<file path="src/rtl/mem_arbiter_pkg.sv">
// Shared definitions for the CPU/DMA data-memory arbiter: FSM states, owner ids,
// and the default memory depth.
package mem_arbiter_pkg;

    typedef enum logic {
        IDLE   = 1'b0,
        ACCESS = 1'b1
    } state_t;

    localparam logic OWN_CPU = 1'b0;
    localparam logic OWN_DMA = 1'b1;

    localparam int unsigned MEM_WORDS_DEFAULT = 3072;

endpackage

</file>
<file path="src/rtl/mem_arbiter_rr_arb2.sv">
// Two-port round-robin arbiter: a tie goes to the port not granted most recently,
// a lone requester always wins, and the pointer moves on every accepted grant.
module rr_arb2
    import mem_arbiter_pkg::*;
(
    input  logic       clk,
    input  logic       reset,
    input  logic [1:0] req,
    input  logic       update,
    output logic [1:0] gnt_onehot
);

    // Set when DMA should win the next tie.
    logic r_prio_dma;

    always_comb begin
        gnt_onehot = '0;
        if (req == 2'b11) begin
            gnt_onehot = r_prio_dma ? 2'b10 : 2'b01;
        end else begin
            gnt_onehot = req;
        end
    end

    always_ff @(posedge clk) begin
        if (reset) begin
            r_prio_dma <= 1'b0;
        end else if (update) begin
            r_prio_dma <= gnt_onehot[OWN_CPU];
        end
    end

endmodule

</file>
<file path="src/rtl/mem_arbiter.sv">
// Arbitrates CPU and DMA word accesses onto a single-port data memory: grant in
// IDLE, one ACCESS cycle on the memory bus, registered done/err/rdata one cycle later.
module mem_arbiter
    import mem_arbiter_pkg::*;
#(
    parameter int unsigned MEM_WORDS = MEM_WORDS_DEFAULT
) (
    input  logic        clk,
    input  logic        reset,
    input  logic        cpu_req,
    input  logic        cpu_we,
    input  logic [13:2] cpu_addr,
    input  logic [31:0] cpu_wdata,
    input  logic [31:0] cpu_pc,
    output logic        cpu_gnt,
    output logic        cpu_done,
    output logic        cpu_err,
    output logic [31:0] cpu_rdata,
    input  logic        dma_req,
    input  logic        dma_we,
    input  logic [13:2] dma_addr,
    input  logic [31:0] dma_wdata,
    output logic        dma_gnt,
    output logic        dma_done,
    output logic        dma_err,
    output logic [31:0] dma_rdata,
    output logic        MemWrite,
    output logic [13:2] mem_addr,
    output logic [31:0] mem_dataIn,
    output logic [31:0] mem_pc,
    input  logic [31:0] mem_dataOut
);

    state_t      r_state;
    state_t      w_state_nxt;
    logic [1:0]  w_req;
    logic [1:0]  w_gnt;
    logic        w_grant;
    logic        w_access;
    logic        w_in_range;

    logic        r_we;
    logic [13:2] r_addr;
    logic [31:0] r_wdata;
    logic [31:0] r_pc;
    logic        r_owner;

    logic        r_cpu_done;
    logic        r_cpu_err;
    logic [31:0] r_cpu_rdata;
    logic        r_dma_done;
    logic        r_dma_err;
    logic [31:0] r_dma_rdata;

    assign w_req = {dma_req, cpu_req};

    rr_arb2 u_rr_arb2 (
        .clk        (clk),
        .reset      (reset),
        .req        (w_req),
        .update     (w_grant),
        .gnt_onehot (w_gnt)
    );

    always_ff @(posedge clk) begin
        if (reset) begin
            r_state <= IDLE;
        end else begin
            r_state <= w_state_nxt;
        end
    end

    always_comb begin
        w_state_nxt = r_state;
        w_grant     = 1'b0;
        case (r_state)
            IDLE: begin
                if (!reset && (|w_req)) begin
                    w_grant     = 1'b1;
                    w_state_nxt = ACCESS;
                end
            end
            ACCESS: begin
                w_state_nxt = IDLE;
            end
            default: begin
                w_state_nxt = IDLE;
            end
        endcase
    end

    assign cpu_gnt = w_grant & w_gnt[OWN_CPU];
    assign dma_gnt = w_grant & w_gnt[OWN_DMA];

    // Reset gates the bus combinationally so an aborted access never strobes the memory.
    assign w_access   = (r_state == ACCESS) && !reset;
    assign w_in_range = 32'(r_addr) < MEM_WORDS;

    assign MemWrite   = w_access & r_we & w_in_range;
    assign mem_addr   = w_access ? r_addr  : '0;
    assign mem_dataIn = w_access ? r_wdata : '0;
    assign mem_pc     = w_access ? r_pc    : '0;

    always_ff @(posedge clk) begin
        if (reset) begin
            r_we    <= 1'b0;
            r_addr  <= '0;
            r_wdata <= '0;
            r_pc    <= '0;
            r_owner <= OWN_CPU;
        end else if (w_grant) begin
            r_owner <= w_gnt[OWN_DMA];
            r_we    <= w_gnt[OWN_DMA] ? dma_we    : cpu_we;
            r_addr  <= w_gnt[OWN_DMA] ? dma_addr  : cpu_addr;
            r_wdata <= w_gnt[OWN_DMA] ? dma_wdata : cpu_wdata;
            r_pc    <= w_gnt[OWN_DMA] ? '0        : cpu_pc;
        end
    end

    always_ff @(posedge clk) begin
        if (reset) begin
            r_cpu_done  <= 1'b0;
            r_cpu_err   <= 1'b0;
            r_cpu_rdata <= '0;
            r_dma_done  <= 1'b0;
            r_dma_err   <= 1'b0;
            r_dma_rdata <= '0;
        end else begin
            r_cpu_done  <= 1'b0;
            r_cpu_err   <= 1'b0;
            r_cpu_rdata <= '0;
            r_dma_done  <= 1'b0;
            r_dma_err   <= 1'b0;
            r_dma_rdata <= '0;
            if (r_state == ACCESS) begin
                if (r_owner == OWN_CPU) begin
                    r_cpu_done  <= 1'b1;
                    r_cpu_err   <= !w_in_range;
                    r_cpu_rdata <= w_in_range ? mem_dataOut : '0;
                end else begin
                    r_dma_done  <= 1'b1;
                    r_dma_err   <= !w_in_range;
                    r_dma_rdata <= w_in_range ? mem_dataOut : '0;
                end
            end
        end
    end

    assign cpu_done  = r_cpu_done;
    assign cpu_err   = r_cpu_err;
    assign cpu_rdata = r_cpu_rdata;
    assign dma_done  = r_dma_done;
    assign dma_err   = r_dma_err;
    assign dma_rdata = r_dma_rdata;

endmodule

</file>
<file path="config.mk">
export PLATFORM = sky130hd
export DESIGN_NAME = mem_arbiter
export DESIGN_NICKNAME = d
export VERILOG_FILES = /design/src/rtl/mem_arbiter_pkg.sv /design/src/rtl/mem_arbiter_rr_arb2.sv /design/src/rtl/mem_arbiter.sv
export SDC_FILE = /design/constraint.sdc
export NUM_CORES = 1
export LEC_CHECK = 0
export CAP_MARGIN = 20
export CELL_PAD_IN_SITES_DETAIL_PLACEMENT = 1
export CELL_PAD_IN_SITES_GLOBAL_PLACEMENT = 2
export CORE_ASPECT_RATIO = 1.2
export CORE_MARGIN = 1.5
export CORE_UTILIZATION = 25
export DETAILED_ROUTE_END_ITERATION = 10
export GPL_TIMING_DRIVEN = 0
export PLACE_DENSITY = 0.92
export SLEW_MARGIN = 40
export SYNTH_ARGS = -nofsm -noshare
export SYNTH_HDL_FRONTEND = slang
export SYNTH_HIERARCHICAL = 1
export SYNTH_SLANG_ARGS = --single-unit
</file>
<file path="constraint.sdc">
create_clock -name clk -period 3.81 [get_ports clk]
set_clock_uncertainty 0.05 [all_clocks]
set_input_delay 0.5715 -clock clk [delete_from_list [all_inputs] [get_ports clk]]
set_output_delay 0.5715 -clock clk [all_outputs]
set_load 0.02 [all_outputs]
</file>
==> out/results.txt <==
Flops & latches, synth: 148
Remaining Overflow, GRT: 0
Initial antenna violation count: 0
FMAX: 275 MHz
Crit share post-route: 95.5%
Crit start category: primary input
Worst Path Arrival: 3020 ps
Layout cells sized above 1: 9.80%
Placed Area: 9530 um2
Full die area: 25300 um2
Post-Syn Area: 6090 um2
First-pass GRT wire length: 36.9 mm
Root Driver: clkbuf_16
CTS tree: done
Mean area per synthesized cell: 9.94 um2
Reg2Reg Launch Point: u_rr_arb2/r_prio_dma
Area Overhead vs Synth: 66.5%
Max-slew violations: 0
Critical Path End Type: output port
Clock Latency Late Sink: 420 ps
Tot GR Track Use: 18.8%
DP Wirelength: 18.4 mm
Clk pin slew, worst setup/hold paths: 70 ps
Final hold vios: 0
Worst EP required: 3190 ps
Hold Crit Class: flip-flop to flip-flop
Number of antenna diodes: 0
Yosys cell types: 33
Starting Density: 25.4%
Worst setup startpoint: dma_req
Register Area: 2960 um2
DR iter-0 viols: 190
HP Start: r_pc[28]
First drt pass iteration count: 4
CTS resizes: 0
GPL Wtd Cong: 0.774
H-tree depth: 4
Status: completed
PortBufs: 304
Final instance area: 10100 um2
Wire per inst: 18.5 um
CTS Sinks: 148
CTS Hold Buffers Added: 0
Fin crit period: 3640 ps
CTS buffer count: 17
Number of global-route vias before repair: 6396
Relative slew slack: 57.8%
Setup CP Type: primary input to output port
Worst IR Drop VDD: 0.236 mV
Vias/cell: 4.58
Setup Fix Bufs, Post-CTS: 0
Most frequent cells in the layout: clkdlybuf4s50_1, dfxtp_1, and3_1
Top-level port count: 305
Pwr Density: 390 nW/um2
Syn Inst Count: 613
Setup TNS: 0 ps
Maxcap violations: 0
Final layout net count: 1094
Routed via count: 5815
Mapped Nets: 771
Post-route DRC: 0
Core box area: 24000 um2
Fillcell total: 2719
RSZ-0062 raised after global routing: no
FP Rows: 62
Multi-input gate area: 2730 um2
Die X: 145 um
Largest net degree at the start of global routing: 19
Antenna Nets Post-Route: 0
CP max FO: 10
Commonest non-fill, non-tap cell in the layout: clkdlybuf4s50_1
Pleak: 4.10 nW
Die height: 174 um
Warnings, synthesis: 6
Tightest Pin Transition: 633 ps
Sequential area share after synthesis: 48.6%
Final wirelength: 23.4 mm
Final setup fails: 0
Clock Tree Buf Depth: 2
[synthesized netlist by cell type]
| master | number | share of area [%] |
|---|---|---|
| and2b_4 | 1 | 0.16 |
| a21oi_1 | 61 | 5.0 |
| a31o_1 | 1 | 0.14 |
| and2_1 | 59 | 6.1 |
| inv_2 | 1 | 0.062 |
| buf_4 | 6 | 0.74 |
| clkbuf_1 | 33 | 2.0 |
| nand3_1 | 1 | 0.082 |
| or2_1 | 1 | 0.10 |
| nor2_4 | 2 | 0.37 |
| mux2i_1 | 45 | 7.4 |
| nand4b_1 | 15 | 2.2 |
| buf_1 | 1 | 0.062 |
| inv_1 | 21 | 1.3 |
| o21ai_0 | 16 | 1.3 |
| o211ai_1 | 17 | 2.1 |
| nor3_2 | 1 | 0.16 |
| buf_2 | 26 | 2.1 |
| a21boi_0 | 1 | 0.12 |
| and3_1 | 83 | 8.5 |
| o41ai_2 | 17 | 4.5 |
| nor4_1 | 1 | 0.10 |
| nor3b_2 | 1 | 0.21 |
| and2_4 | 1 | 0.14 |
| nor2_1 | 1 | 0.062 |
| a211oi_1 | 45 | 5.5 |
| clkbuf_2 | 2 | 0.16 |
| nor2b_1 | 1 | 0.10 |
| nor2_2 | 1 | 0.10 |
| dfxtp_1 | 148 | 49 |
| nand2_1 | 1 | 0.062 |
| or2_2 | 1 | 0.10 |
| a21boi_2 | 1 | 0.18 |
[final cells by class]
| cell class | instances | area share (%) |
|---|---|---|
| Buffer | 68 | 3.09 |
| Sequential cell | 148 | 29.2 |
| Tap cell | 320 | 3.95 |
| Inverter | 22 | 0.815 |
| Timing Repair Buffer | 304 | 30.0 |
| Clock buffer | 17 | 4.20 |
| Clock inverter | 15 | 1.76 |
| Multi-Input combinational cell | 375 | 27.0 |
[critical path, stage by stage]
cell             delay (ps)
clkdlybuf4s50_1         550
a21boi_0                180
buf_2                   230
buf_2                   330
buf_4                   280
nand3_1                 140
inv_1                    70
clkdlybuf4s50_1         650
[report_power, final]
| part | internal (mW) | switching, mW |
|---|---|---|
| combinational | 0.312 | 0.294 |
| clock | 0.889 | 0.799 |
| sequential | 1.62 | 0.0330 |
| total | 2.82 | 1.13 |
[sequential cells by signal, summed over array words and instances, names as in the netlist]
signal	count
dma_err	1
cpu_err	1
r_we	1
r_wdata	32
cpu_rdata	32
dma_done	1
r_pc	32
r_addr	12
r_state	1
cpu_done	1
u_rr_arb2/r_prio_dma	1
dma_rdata	32
r_owner	1
[through the flow]
| stage | hold WS (ps) | setup slack, ps | cells | power (mW) | utilization, % |
|---|---|---|---|---|---|
| finish | 424 | 173 | 1269 | 3.95 | 42.3 |
| global route | 442 | 5.46 | 1269 | 4.12 | 42.3 |
| CTS | 424 | 142 | 1269 | 4.00 | 42.3 |
| detailed placement | 415 | 144 | 1237 | 2.31 | 39.8 |
| global placement | 404 | 173 | 1237 | 2.29 | 39.8 |
| floorplan | 395 | 1620 | 613 | 1.97 | - |
[cell families (layout without fill, tap and decap cells)]
group / Yosys count / after routing / synth area share [%]
DFF: 148 / 148 / 48.6
and+or+nand+nor: 171 / 171 / 18.5
AOI/OAI and AO/OA: 159 / 159 / 19.0
muxes: 45 / 45 / 7.40
buffers and inverters: 90 / 426 / 6.49
[layer usage]
layer  routed length (um)  up-vias  GRT usage [%]
met5                    0        -              0
li1                     -     2844              -
met2                12100      212           34.2
met3                 1420       24           5.35
met1                 9490     2735           21.1
met4                  446        0           5.78
[final timing paths]
check | to | slack (ps) | cells past startpoint
worst max-delay path | dma_gnt | 170 | 8
worst max register to register | r_pc[26] | 1900 | 7
worst min register to register | r_pc[28] | 420 | 2
worst min-delay path | r_pc[28] | 420 | 2
Note: power is estimated with default switching activity, not from simulation.
